File: src/rtl/sys_seq_pkg.sv
// Shared types and constants for the board bring-up sequencer.
// Optional lock recovery in the top is selected with SYS_SEQ_LOCK_RECOVERY_EN.
package sys_seq_pkg;

    typedef enum logic [2:0] {
        ST_HOLD     = 3'd0,
        ST_PLL_WAIT = 3'd1,
        ST_QUALIFY  = 3'd2,
        ST_RUN      = 3'd3,
        ST_FAULT    = 3'd4
    } sys_seq_state_t;

    // Depth of every asynchronous-input synchroniser in the sequencer.
    localparam int SYNC_STAGES = 2;

endpackage

File: src/rtl/sys_seq_debounce.sv
// Single switch channel: input synchroniser, stability counter and accepted value.
// accepted_next exposes the value the channel will hold after this edge.
module sys_seq_debounce
    import sys_seq_pkg::*;
#(
    parameter int DEBOUNCE_CYCLES = 65536
) (
    input  logic clk,
    input  logic reset,
    input  logic sw_raw,
    output logic accepted_next
);

    localparam int CNT_W = $clog2(DEBOUNCE_CYCLES + 1);

    logic [SYNC_STAGES-1:0] sync_reg;
    logic [CNT_W-1:0]       cnt_reg;
    logic [CNT_W-1:0]       cnt_next;
    logic                   accepted_reg;
    logic                   sw_s;

    assign sw_s = sync_reg[SYNC_STAGES-1];

    // The counter only advances while the synced input disagrees with the
    // accepted value, so any shorter disagreement is forgotten.
    always_comb begin
        cnt_next      = '0;
        accepted_next = accepted_reg;
        if (sw_s != accepted_reg) begin
            if (cnt_reg == CNT_W'(DEBOUNCE_CYCLES - 1)) begin
                accepted_next = ~accepted_reg;
            end else begin
                cnt_next = cnt_reg + 1'b1;
            end
        end
    end

    always_ff @(posedge clk) begin
        if (reset) begin
            sync_reg     <= '0;
            cnt_reg      <= '0;
            accepted_reg <= 1'b0;
        end else begin
            sync_reg     <= {sync_reg[SYNC_STAGES-2:0], sw_raw};
            cnt_reg      <= cnt_next;
            accepted_reg <= accepted_next;
        end
    end

endmodule

File: src/rtl/sys_seq_ctrl.sv
// Board bring-up sequencer: PLL reset hold, lock qualification, gated switch power.
// Define SYS_SEQ_LOCK_RECOVERY_EN to re-sequence after a lock loss instead of latching FAULT.
module sys_seq_ctrl
    import sys_seq_pkg::*;
#(
    parameter int RESET_CYCLES       = 15,
    parameter int LOCK_STABLE_CYCLES = 256,
    parameter int DEBOUNCE_CYCLES    = 65536,
    parameter int N_SW               = 1,
    parameter int HB_BIT             = 24,
    parameter int FAULT_W            = 4
) (
    input  logic               clk,
    input  logic               reset,
    input  logic               pll_locked,
    input  logic [N_SW-1:0]    sw,
    input  logic               ctrl_ready,
    output logic               pll_reset,
    output logic               sys_resetn,
    output logic [N_SW-1:0]    power,
    output logic [2:0]         state,
    output logic               ready_s,
    output logic [FAULT_W-1:0] fault_cnt,
    output logic               heartbeat
);

    localparam int HOLD_W = $clog2(RESET_CYCLES + 1);
    localparam int QUAL_W = $clog2(LOCK_STABLE_CYCLES + 1);

    sys_seq_state_t         state_reg;
    logic [HOLD_W-1:0]      hold_cnt_reg;
    logic [QUAL_W-1:0]      qual_cnt_reg;
    logic                   pll_reset_reg;
    logic                   sys_resetn_reg;
    logic [N_SW-1:0]        power_reg;
    logic [FAULT_W-1:0]     fault_cnt_reg;
    logic [HB_BIT:0]        hb_cnt_reg;
    logic [SYNC_STAGES-1:0] lock_sync_reg;
    logic [SYNC_STAGES-1:0] ready_sync_reg;
    logic [N_SW-1:0]        sw_accepted_next;
    logic                   lock_s;

    assign lock_s = lock_sync_reg[SYNC_STAGES-1];

    genvar gi;
    generate
        for (gi = 0; gi < N_SW; gi++) begin : g_deb
            sys_seq_debounce #(
                .DEBOUNCE_CYCLES(DEBOUNCE_CYCLES)
            ) u_deb (
                .clk          (clk),
                .reset        (reset),
                .sw_raw       (sw[gi]),
                .accepted_next(sw_accepted_next[gi])
            );
        end
    endgenerate

    always_ff @(posedge clk) begin
        if (reset) begin
            lock_sync_reg  <= '0;
            ready_sync_reg <= '0;
            hb_cnt_reg     <= '0;
        end else begin
            lock_sync_reg  <= {lock_sync_reg[SYNC_STAGES-2:0], pll_locked};
            ready_sync_reg <= {ready_sync_reg[SYNC_STAGES-2:0], ctrl_ready};
            hb_cnt_reg     <= hb_cnt_reg + 1'b1;
        end
    end

    // Outputs are assigned together with the transition that causes them, so
    // each registered output already reflects the state being entered.
    always_ff @(posedge clk) begin
        if (reset) begin
            state_reg      <= ST_HOLD;
            hold_cnt_reg   <= '0;
            qual_cnt_reg   <= '0;
            pll_reset_reg  <= 1'b1;
            sys_resetn_reg <= 1'b0;
            power_reg      <= '0;
            fault_cnt_reg  <= '0;
        end else begin
            sys_resetn_reg <= 1'b0;
            power_reg      <= '0;
            case (state_reg)
                ST_HOLD: begin
                    pll_reset_reg <= 1'b1;
                    if (hold_cnt_reg == HOLD_W'(RESET_CYCLES - 1)) begin
                        state_reg     <= ST_PLL_WAIT;
                        pll_reset_reg <= 1'b0;
                    end else begin
                        hold_cnt_reg <= hold_cnt_reg + 1'b1;
                    end
                end
                ST_PLL_WAIT: begin
                    pll_reset_reg <= 1'b0;
                    if (lock_s) begin
                        state_reg    <= ST_QUALIFY;
                        qual_cnt_reg <= '0;
                    end
                end
                ST_QUALIFY: begin
                    pll_reset_reg <= 1'b0;
                    // A drop on the completing cycle must still abort qualification.
                    if (!lock_s) begin
                        state_reg <= ST_PLL_WAIT;
                    end else if (qual_cnt_reg == QUAL_W'(LOCK_STABLE_CYCLES - 1)) begin
                        state_reg      <= ST_RUN;
                        sys_resetn_reg <= 1'b1;
                        power_reg      <= sw_accepted_next;
                    end else begin
                        qual_cnt_reg <= qual_cnt_reg + 1'b1;
                    end
                end
                ST_RUN: begin
                    if (!lock_s) begin
                        state_reg     <= ST_FAULT;
                        pll_reset_reg <= 1'b1;
                        if (fault_cnt_reg != '1) begin
                            fault_cnt_reg <= fault_cnt_reg + 1'b1;
                        end
                    end else begin
                        pll_reset_reg  <= 1'b0;
                        sys_resetn_reg <= 1'b1;
                        power_reg      <= sw_accepted_next;
                    end
                end
                ST_FAULT: begin
                    pll_reset_reg <= 1'b1;
`ifdef SYS_SEQ_LOCK_RECOVERY_EN
                    state_reg    <= ST_HOLD;
                    hold_cnt_reg <= '0;
`endif
                end
                default: begin
                    state_reg     <= ST_HOLD;
                    hold_cnt_reg  <= '0;
                    pll_reset_reg <= 1'b1;
                end
            endcase
        end
    end

    assign pll_reset  = pll_reset_reg;
    assign sys_resetn = sys_resetn_reg;
    assign power      = power_reg;
    assign state      = state_reg;
    assign ready_s    = ready_sync_reg[SYNC_STAGES-1];
    assign fault_cnt  = fault_cnt_reg;
    assign heartbeat  = hb_cnt_reg[HB_BIT];

endmodule

File: config.mk
export PLATFORM = sky130hd
export DESIGN_NAME = sys_seq_ctrl
export DESIGN_NICKNAME = d
export VERILOG_FILES = /design/src/rtl/sys_seq_pkg.sv /design/src/rtl/sys_seq_debounce.sv /design/src/rtl/sys_seq_ctrl.sv
export SDC_FILE = /design/constraint.sdc
export NUM_CORES = 1
export LEC_CHECK = 0
export ABC_AREA = 0
export CAP_MARGIN = 20
export CORE_MARGIN = 1
export CORE_UTILIZATION = 59
export CTS_CLUSTER_DIAMETER = 80
export CTS_CLUSTER_SIZE = 16
export DETAILED_ROUTE_END_ITERATION = 6
export PLACE_DENSITY = 0.79
export REMOVE_ABC_BUFFERS = 1
export SLEW_MARGIN = 20
export SYNTH_ARGS = -nofsm -noshare
export SYNTH_HDL_FRONTEND = slang
export SYNTH_SLANG_ARGS = --single-unit
File: constraint.sdc
create_clock -name clk -period 2.6 [get_ports clk]
set_input_delay 0.26 -clock clk [delete_from_list [all_inputs] [get_ports clk]]
set_output_delay 0.26 -clock clk [all_outputs]
set_load 0.05 [all_outputs]
* Word level (Yosys, flattened, before mapping)
Cells that the tools add are included.
Operators by class: multiply operators 0, divide/modulo/power cells 0, add/subtract/negate cells 5, bitwise operators 5, shifts and indexed selects 0, muxes and demuxes 25, eq/ne operators 16, magnitude comparators 0, reduce and logical (&&, ||, !) cells 9
Operators by type and width (number):
- $mux W9 | 3
- $add A25 B1 Y25 const B | 1
- $pmux W9 S2 | 1
- $add A17 B1 Y17 const B | 1
- $eq A17 B16 Y1 const B | 1
- $mux W3 | 5
- $pmux W3 S5 | 1
- $ne A2 B2 Y1 const B | 6
- $mux W1 | 10
- $add A9 B1 Y9 const B | 1
- $eq A9 B8 Y1 const B | 1
- $add A4 B1 Y4 const B | 2
- $pmux W4 S2 | 1
- $eq A3 B2 Y1 const B | 2
- $not A1 Y1 | 5
- $reduce_and A5 Y1 | 1
- $eq A4 B4 Y1 const B | 1
- $mux W4 | 1
- $ne A4 B4 Y1 const B | 1
- $pmux W1 S2 | 2
- $reduce_and A4 Y1 | 1
- $reduce_or A4 Y1 | 1
- $eq A3 B1 Y1 const B | 1
- $eq A3 B3 Y1 const B | 1
- other kinds (9) | 9
Storage, ports and cells: output and inout port bits 12, ROM bits 0, input bits 5, bits in writable memories 0, bits in latches 0, memories kept 0, bits in registers 72, logic and storage cells 73

* Longest topological paths before layout
Gate-level depths: netlist (run 1).
depth in word-level cells 6, depth in mapped cells 9, depth with buffers taken out 9

* Modules after synthesis
Synthesis (run 1) repeated with hierarchy kept, for this count alone.
Second synthesis, totals: cells, all modules 353, area, all modules 3188.1 sq um
By module, submodules not included:
- sys_seq_ctrl | seq. area each 1041.0 sq um, area each 2323.5 sq um, cells an instance 260, times used 1
- sys_seq_debounce | seq. area each 400.4 sq um, area each 864.6 sq um, cells an instance 93, times used 1

* Worst setup path after synthesis (run 1)
OpenSTA, ideal clock, no wires.
path type reg2reg, start point register qual_cnt_reg[0], end point register qual_cnt_reg[6], required time 2.529 ns, library setup time 0.071 ns, path slack 0.202 ns, buffers on the path 0, period minus slack after synthesis 2.398 ns, cell stages (with the launch flop) 10, arrival 2.328 ns, path through dfxtp_1 ha_1 nand2_1 or3_1 nor2_1 ha_1 or3b_2 a21oi_1 or3b_2 a21oi_1
On the way: cells in the longest elaborated chain, start to end 4, elaborated cells on any way between the ends 7, classes of those cells add/sub (1); eq/ne (2); mux (3); reduce/logical (1)
Ends and longest elaborated chain:
- start, declared | RTL line sys_seq_ctrl.sv:32 | logic [QUAL_W-1:0] qual_cnt_reg;
- start signal, assigned | RTL line sys_seq_ctrl.sv:112 | qual_cnt_reg <= qual_cnt_reg + 1'b1;
- $add A9 B1 Y9 | RTL line sys_seq_ctrl.sv:112
- $mux W9 | RTL line sys_seq_ctrl.sv:107 | end else if (qual_cnt_reg == QUAL_W'(LOCK_STABLE_CYCLES - 1)) begin
- $mux W9 | RTL line sys_seq_ctrl.sv:105 | if (!lock_s) begin
- $pmux W9 S2 | RTL line sys_seq_ctrl.sv:85 | case (state_reg)
Parallel ways exist; a longest one is shown, timed or not. The select of a mux whose other input is x is not followed. A chain may end at the register's enable or synchronous reset.

* Worst setup path after layout (run 1)
start point register g_deb[0].u_deb.cnt_reg[0], end point register g_deb[0].u_deb.cnt_reg[12]
On the way: cells in the longest elaborated chain, start to end 2, elaborated cells on any way between the ends 3, classes of those cells add/sub (1); eq/ne (1); reduce/logical (1)
Ends and longest elaborated chain:
- start, declared | RTL line sys_seq_debounce.sv:17 | logic [CNT_W-1:0] cnt_reg;
- start signal, assigned | RTL line sys_seq_debounce.sv:45 | cnt_reg <= cnt_next;
- parallel branches: the longest is 2 deep, another holds $add A17 B1 Y17
Parallel ways; which one is timed is not known.

==> results.sh, run 1 <==
export IMPL_grt_util_met1=0.292
export IMPL_placedCellCount=424
export IMPL_r2r_cells=8
export IMPL_busiest_layer="met2"
export IMPL_async_flop_share=0
export IMPL_diodes=0
export IMPL_htree_levels=3
export IMPL_outcome="complete, no violations"
export IMPL_grtUsageTotal=0.232
export IMPL_die_y_um=74.6
export IMPL_cts_clk_slew_worst_paths_ns=0.08
export IMPL_finalSetupTns_ns=0
export IMPL_cp_data_arrival_time_ns=2.67
export IMPL_crit_path_end_kind="flop"
export IMPL_antenna_found_initial=0
export IMPL_tightest_slew_ns=0.863
export IMPL_core_um2=5070
export IMPL_met3_usage=0.0488
export IMPL_rsz0062_at_grt="false"
export IMPL_leakagePower_nw=1.22
export IMPL_row_count=26
export IMPL_area_growth_pct=14.5
export IMPL_die_x_um=74.6
export IMPL_clock_sinks=72
export IMPL_dr_pass1_iters=4
export IMPL_reg2reg_slack_ns=0.22
export IMPL_yosys_warnings=0
export IMPL_regToRegStartpoint="g_deb[0].u_deb.cnt_reg[0]"
export IMPL_max_freq_mhz=419
export IMPL_io_pin_count=17
export IMPL_critPathRequiredTime_ns=2.89
export IMPL_dieArea_um2=5560
export IMPL_fin_crit_sh=0.917
export IMPL_synth_cell_types=38
export IMPL_largest_reg_flops=25
export IMPL_dr_total_vias=2463
export IMPL_antenna_left=0
export IMPL_drt_wl_total_um=5680
export IMPL_start_util=0.612
export IMPL_io_buffers=16
export IMPL_multiInputGateArea_um2=1590
export IMPL_placed_cell_area_um2=3320
export IMPL_dp_hpwl_um=3790
export IMPL_clockBufferDepth=2
export IMPL_fill_cells=408
export IMPL_cts_buffers=9
export IMPL_powerDensity_nw_per_um2=613
export IMPL_drtIter0Drc=91
export IMPL_synth_area_um2=3110
export IMPL_layout_drive_gt1_share=0.0730
export IMPL_hold_violations=0
export IMPL_mostFrequentLayoutCells="72 x dfxtp_1, 50 x nor2_1, 24 x nand3_1"
export IMPL_overflow=0
export IMPL_period_needed_ns=2.38
export IMPL_finalNetCount=378
export IMPL_cp_start_kind="flop"
export IMPL_drcViolationCount=0
export IMPL_timing_hold_worst_start="reset"
export IMPL_grt_max_degree=50
export IMPL_worst_path_max_fanout=9
export IMPL_slew_viol_final=0
export IMPL_grt_met2_usage=0.352
export IMPL_ys_seq_area_frac=0.464
export IMPL_grt_pass1_wl_um=9680
export IMPL_syn_avg_cell_area_um2=8.93
export IMPL_cts_tree="yes"
export IMPL_synth_edf_count=0
export IMPL_min_to="g_deb[0].u_deb.cnt_reg[6]"
export IMPL_maxCapViolCount=0
export IMPL_grt_pass1_vias=2264
export IMPL_wl_per_cell_um=12.9
export IMPL_setup_viol=0
export IMPL_gp_congestion=0.864
export IMPL_slew_headroom=0.417
export IMPL_hold_path_class="in2reg"
export IMPL_rr_endpoint="g_deb[0].u_deb.cnt_reg[12]"
export IMPL_clock_skew_ns=0.00694
export IMPL_fin_area_um2=3560
export IMPL_hold_buffers=0
export IMPL_register_area_um2=1440
export IMPL_ir_worst_vdd_uv=511
export IMPL_insertion_delay_ns=0.34
export IMPL_critPathKind="reg2reg"
export IMPL_final_common_cell="dfxtp_1"
export IMPL_hold_depth=3
export IMPL_synthCells=348
export IMPL_instances_no_fill=440
export IMPL_routed_via_density=5.60
export IMPL_clock_root_buffer="clkbuf_8"
export IMPL_ys_flop_type="dfxtp_1"
export IMPL_ys_ff_latch=72
## power breakdown
| part | switching (mW) | internal (mW) |
|---|---|---|
| combinational | 0.0295 | 0.0202 |
| clock | 0.412 | 0.591 |
| sequential | 0.0110 | 1.11 |
| total | 0.453 | 1.73 |
## area by class of cell
cell class / instances / share of cell area
Tap cell: 70 / 0.0246
Sequential cell: 72 / 0.405
Clock inverter: 5 / 0.0222
Clock buffer: 11 / 0.0426
Multi-Input combinational cell: 256 / 0.448
Timing Repair Buffer: 19 / 0.0500
Inverter: 7 / 0.00739
## Yosys cell counts, types with 5 or more instances
master | instances | area share
clkbuf_1 | 8 | 0.0097
or3_1 | 7 | 0.014
nand2b_1 | 5 | 0.010
ha_1 | 8 | 0.032
inv_1 | 7 | 0.0085
nand2_1 | 20 | 0.024
nor3_1 | 7 | 0.011
nand4_1 | 13 | 0.026
or4_1 | 8 | 0.019
xor2_1 | 23 | 0.065
nor2b_1 | 9 | 0.018
xnor2_1 | 12 | 0.034
a21oi_1 | 18 | 0.029
o21ai_0 | 10 | 0.016
and3_1 | 6 | 0.012
nor2_1 | 50 | 0.060
dfxtp_1 | 72 | 0.46
and4_1 | 5 | 0.014
nand3_1 | 24 | 0.039
## cell families (layout without fill, tap and decap cells)
kind of cell,after synthesis,count (layout),share of synthesized area
xor+xnor,35,35,0.0987
mux,4,4,0.0137
buf+inv,20,42,0.0262
simple gates,169,169,0.290
fa+ha+maj,8,8,0.0322
compound gates,40,40,0.0753
flops,72,72,0.464
## worst max-delay path, cell delays in order, from the launching register on
cell and delay, ns:
dfxtp_1 0.33, ha_1 0.23, and4_1 0.25, nand3_1 0.12, nor3_1 0.07, ha_1 0.22
or3_1 0.49, or4_1 0.54, nand2_1 0.08
## metal layers
metal  part of all wire  vias up
li1                   -     1266
met1               0.49     1148
met2               0.46       34
met3              0.028       15
met4              0.027        0
met5                  0        -
## timing repair
action,CTS,global route
buffers inserted,0,0
endpoints found under the setup margin,0,3
gates resized for setup,0,4
## worst max path at each step
stage | start | to | slack, ns
after floorplan | qual_cnt_reg[0] | qual_cnt_reg[6] | 0.20
after global routing | g_deb[0].u_deb.cnt_reg[0] | g_deb[0].u_deb.cnt_reg[12] | 0.04
after global placement | qual_cnt_reg[0] | qual_cnt_reg[5] | 0.25
after detailed placement | qual_cnt_reg[0] | qual_cnt_reg[6] | 0.16
final | g_deb[0].u_deb.cnt_reg[0] | g_deb[0].u_deb.cnt_reg[12] | 0.22
after CTS | qual_cnt_reg[0] | qual_cnt_reg[6] | 0.10
## metrics by stage
step | util | setup WS, ns | power [mW] | hold WS (ns)
2_1_floorplan | - | 0.202 | 1.17 | 0.327
4_1_cts | 0.699 | 0.102 | 2.19 | 0.432
6_report | 0.701 | 0.216 | 2.18 | 0.430
3_5_place_dp | 0.654 | 0.158 | 1.20 | 0.437
3_3_place_gp | 0.654 | 0.249 | 1.20 | 0.437
5_1_grt | 0.701 | 0.0427 | 2.25 | 0.467
No activity file was read; power rests on OpenSTA's default activity.
==> run 2: changes to the inputs <==
--- a/config.mk
+++ b/config.mk
@@ -10,9 +10,10 @@
 export CORE_MARGIN = 1
 export CORE_UTILIZATION = 59
 export CTS_CLUSTER_DIAMETER = 80
-export CTS_CLUSTER_SIZE = 16
+export CTS_CLUSTER_SIZE = 12
 export DETAILED_ROUTE_END_ITERATION = 6
 export PLACE_DENSITY = 0.79
+export RECOVER_POWER = 25
 export REMOVE_ABC_BUFFERS = 1
 export SLEW_MARGIN = 20
 export SYNTH_ARGS = -nofsm -noshare
==> results.sh, run 2 (synthesis results as in run 1) <==
export IMPL_outcome="complete, but fails checks"
export IMPL_violations="max-capacitance violations, max-slew violations"
export IMPL_clock_skew_ns=0.00781
export IMPL_dr_pass1_iters=5
export IMPL_drt_wl_total_um=5660
export IMPL_dieArea_um2=5560
export IMPL_min_to="g_deb[0].u_deb.cnt_reg[6]"
export IMPL_io_buffers=16
export IMPL_rsz0062_at_grt="false"
export IMPL_crit_path_end_kind="flop"
export IMPL_hold_path_class="in2reg"
export IMPL_drcViolationCount=0
export IMPL_htree_levels=3
export IMPL_busiest_layer="met2"
export IMPL_reg2reg_slack_ns=0.21
export IMPL_wl_per_cell_um=12.9
export IMPL_die_y_um=74.6
export IMPL_critPathRequiredTime_ns=2.89
export IMPL_crit_chain="ha_1 -> and4_1 -> nand3_1 -> nor3_1 -> ha_1 -> or3_1 -> or4_1 -> nand2_1"
export IMPL_grt_max_degree=50
export IMPL_slew_viol_final=50
export IMPL_diodes=0
export IMPL_grt_pass1_wl_um=9680
export IMPL_slew_headroom=-0.326
export IMPL_io_pin_count=17
export IMPL_cp_start_kind="flop"
export IMPL_cp_depth=8
export IMPL_ir_worst_vdd_uv=510
export IMPL_cp_slowest_stage_delay_ns=0.54
export IMPL_grt_util_met1=0.292
export IMPL_row_count=26
export IMPL_insertion_delay_ns=0.34
export IMPL_overflow=0
export IMPL_mostFrequentLayoutCells="72 x dfxtp_1, 50 x nor2_1, 24 x nand3_1"
export IMPL_regToRegStartpoint="g_deb[0].u_deb.cnt_reg[0]"
export IMPL_core_um2=5070
export IMPL_cts_tree="yes"
export IMPL_clock_root_buffer="clkbuf_8"
export IMPL_power_total_mw=2.18
export IMPL_grtUsageTotal=0.232
export IMPL_leakagePower_nw=1.21
export IMPL_cts_resized_gates=0
export IMPL_tightest_slew_ns=1.99
export IMPL_largest_reg_flops=25
export IMPL_cpLargestDelayFamily="simple AND/OR/NAND/NOR gates"
export IMPL_powerDensity_nw_per_um2=613
export IMPL_dp_hpwl_um=3790
export IMPL_die_x_um=74.6
export IMPL_cts_buffers=9
export IMPL_r2r_cells=8
export IMPL_worst_path_max_fanout=9
export IMPL_grt_met2_usage=0.352
export IMPL_start_util=0.612
export IMPL_fin_crit_sh=0.917
export IMPL_setup_viol=0
export IMPL_routed_via_density=5.59
export IMPL_clockBufferDepth=2
export IMPL_path_buf_inv=0
export IMPL_met3_usage=0.0488
export IMPL_grt_pass1_vias=2264
export IMPL_maxCapViolCount=1
export IMPL_hold_depth=3
export IMPL_hold_violations=0
export IMPL_max_freq_mhz=419
export IMPL_antenna_found_initial=0
export IMPL_critPathKind="reg2reg"
export IMPL_hold_buffers=0
export IMPL_drtIter0Drc=98
export IMPL_final_common_cell="dfxtp_1"
export IMPL_dr_total_vias=2459
export IMPL_cp_data_arrival_time_ns=2.67
export IMPL_crit_top_cell="ha_1"
export IMPL_finalSetupTns_ns=0
export IMPL_finalNetCount=378
export IMPL_area_growth_pct=14.3
export IMPL_rr_endpoint="g_deb[0].u_deb.cnt_reg[12]"
export IMPL_period_needed_ns=2.39
export IMPL_slowest_stage="or4_1"
export IMPL_clock_sinks=72
export IMPL_timing_hold_worst_start="reset"
export IMPL_post_cts_setup_buffers=0
export IMPL_layout_drive_gt1_share=0.0703
export IMPL_gp_congestion=0.864
export IMPL_antenna_left=0
export IMPL_cts_clk_slew_worst_paths_ns=0.08
==> run 2: area by class of cell <==
class,count,area (um2)
Multi-Input combinational cell,256,1590
Fill cell,408,1520
Sequential cell,72,1440
Timing Repair Buffer,19,174
Clock buffer,11,151
Tap cell,70,87.6
Clock inverter,5,78.8
Inverter,7,26.3
==> run 2: metal layers <==
layer / part of all wire / wire length (um)
met1: 0.48 / 2710
met2: 0.46 / 2600
met3: 0.036 / 203
met4: 0.026 / 145
met5: 0 / 0
==> run 2: worst reg2reg max path, stage by stage (launching register included) <==
cell,delay [ns]
dfxtp_1,0.33
ha_1,0.23
and4_1,0.25
nand3_1,0.12
nor3_1,0.07
ha_1,0.22
or3_1,0.49
or4_1,0.54
nand2_1,0.08
==> run 2: worst max path at each step <==
| stage | start | to |
|---|---|---|
| CTS | qual_cnt_reg[0] | qual_cnt_reg[6] |
| floorplan | qual_cnt_reg[0] | qual_cnt_reg[6] |
| global route | g_deb[0].u_deb.cnt_reg[0] | g_deb[0].u_deb.cnt_reg[12] |
| detailed placement | qual_cnt_reg[0] | qual_cnt_reg[6] |
| global placement | qual_cnt_reg[0] | qual_cnt_reg[5] |
| finish | g_deb[0].u_deb.cnt_reg[0] | g_deb[0].u_deb.cnt_reg[12] |
==> run 2: power breakdown <==
group | internal [mW] | switching [mW]
logic | 0.0198 | 0.0295
clock network | 0.591 | 0.410
registers | 1.12 | 0.0110
==> run 2: metrics by stage <==
step,utilization,cell area [um2],hold WS (ns),setup slack (ns),std cells
floorplan,-,3050,0.327,0.202,335
global placement,0.654,3320,0.437,0.249,424
detailed placement,0.654,3320,0.437,0.158,424
CTS,0.699,3550,0.432,0.102,440
global route,0.700,3550,0.467,0.0423,440
finish,0.700,3550,0.426,0.215,440
==> run 3: changes to the inputs <==
--- a/config.mk
+++ b/config.mk
@@ -6,7 +6,6 @@
 export NUM_CORES = 1
 export LEC_CHECK = 0
 export ABC_AREA = 0
-export CAP_MARGIN = 20
 export CORE_MARGIN = 1
 export CORE_UTILIZATION = 59
 export CTS_CLUSTER_DIAMETER = 80
==> results of run 3 <==
Same layout as run 2: the final DEF is identical, and so are final timing and power.
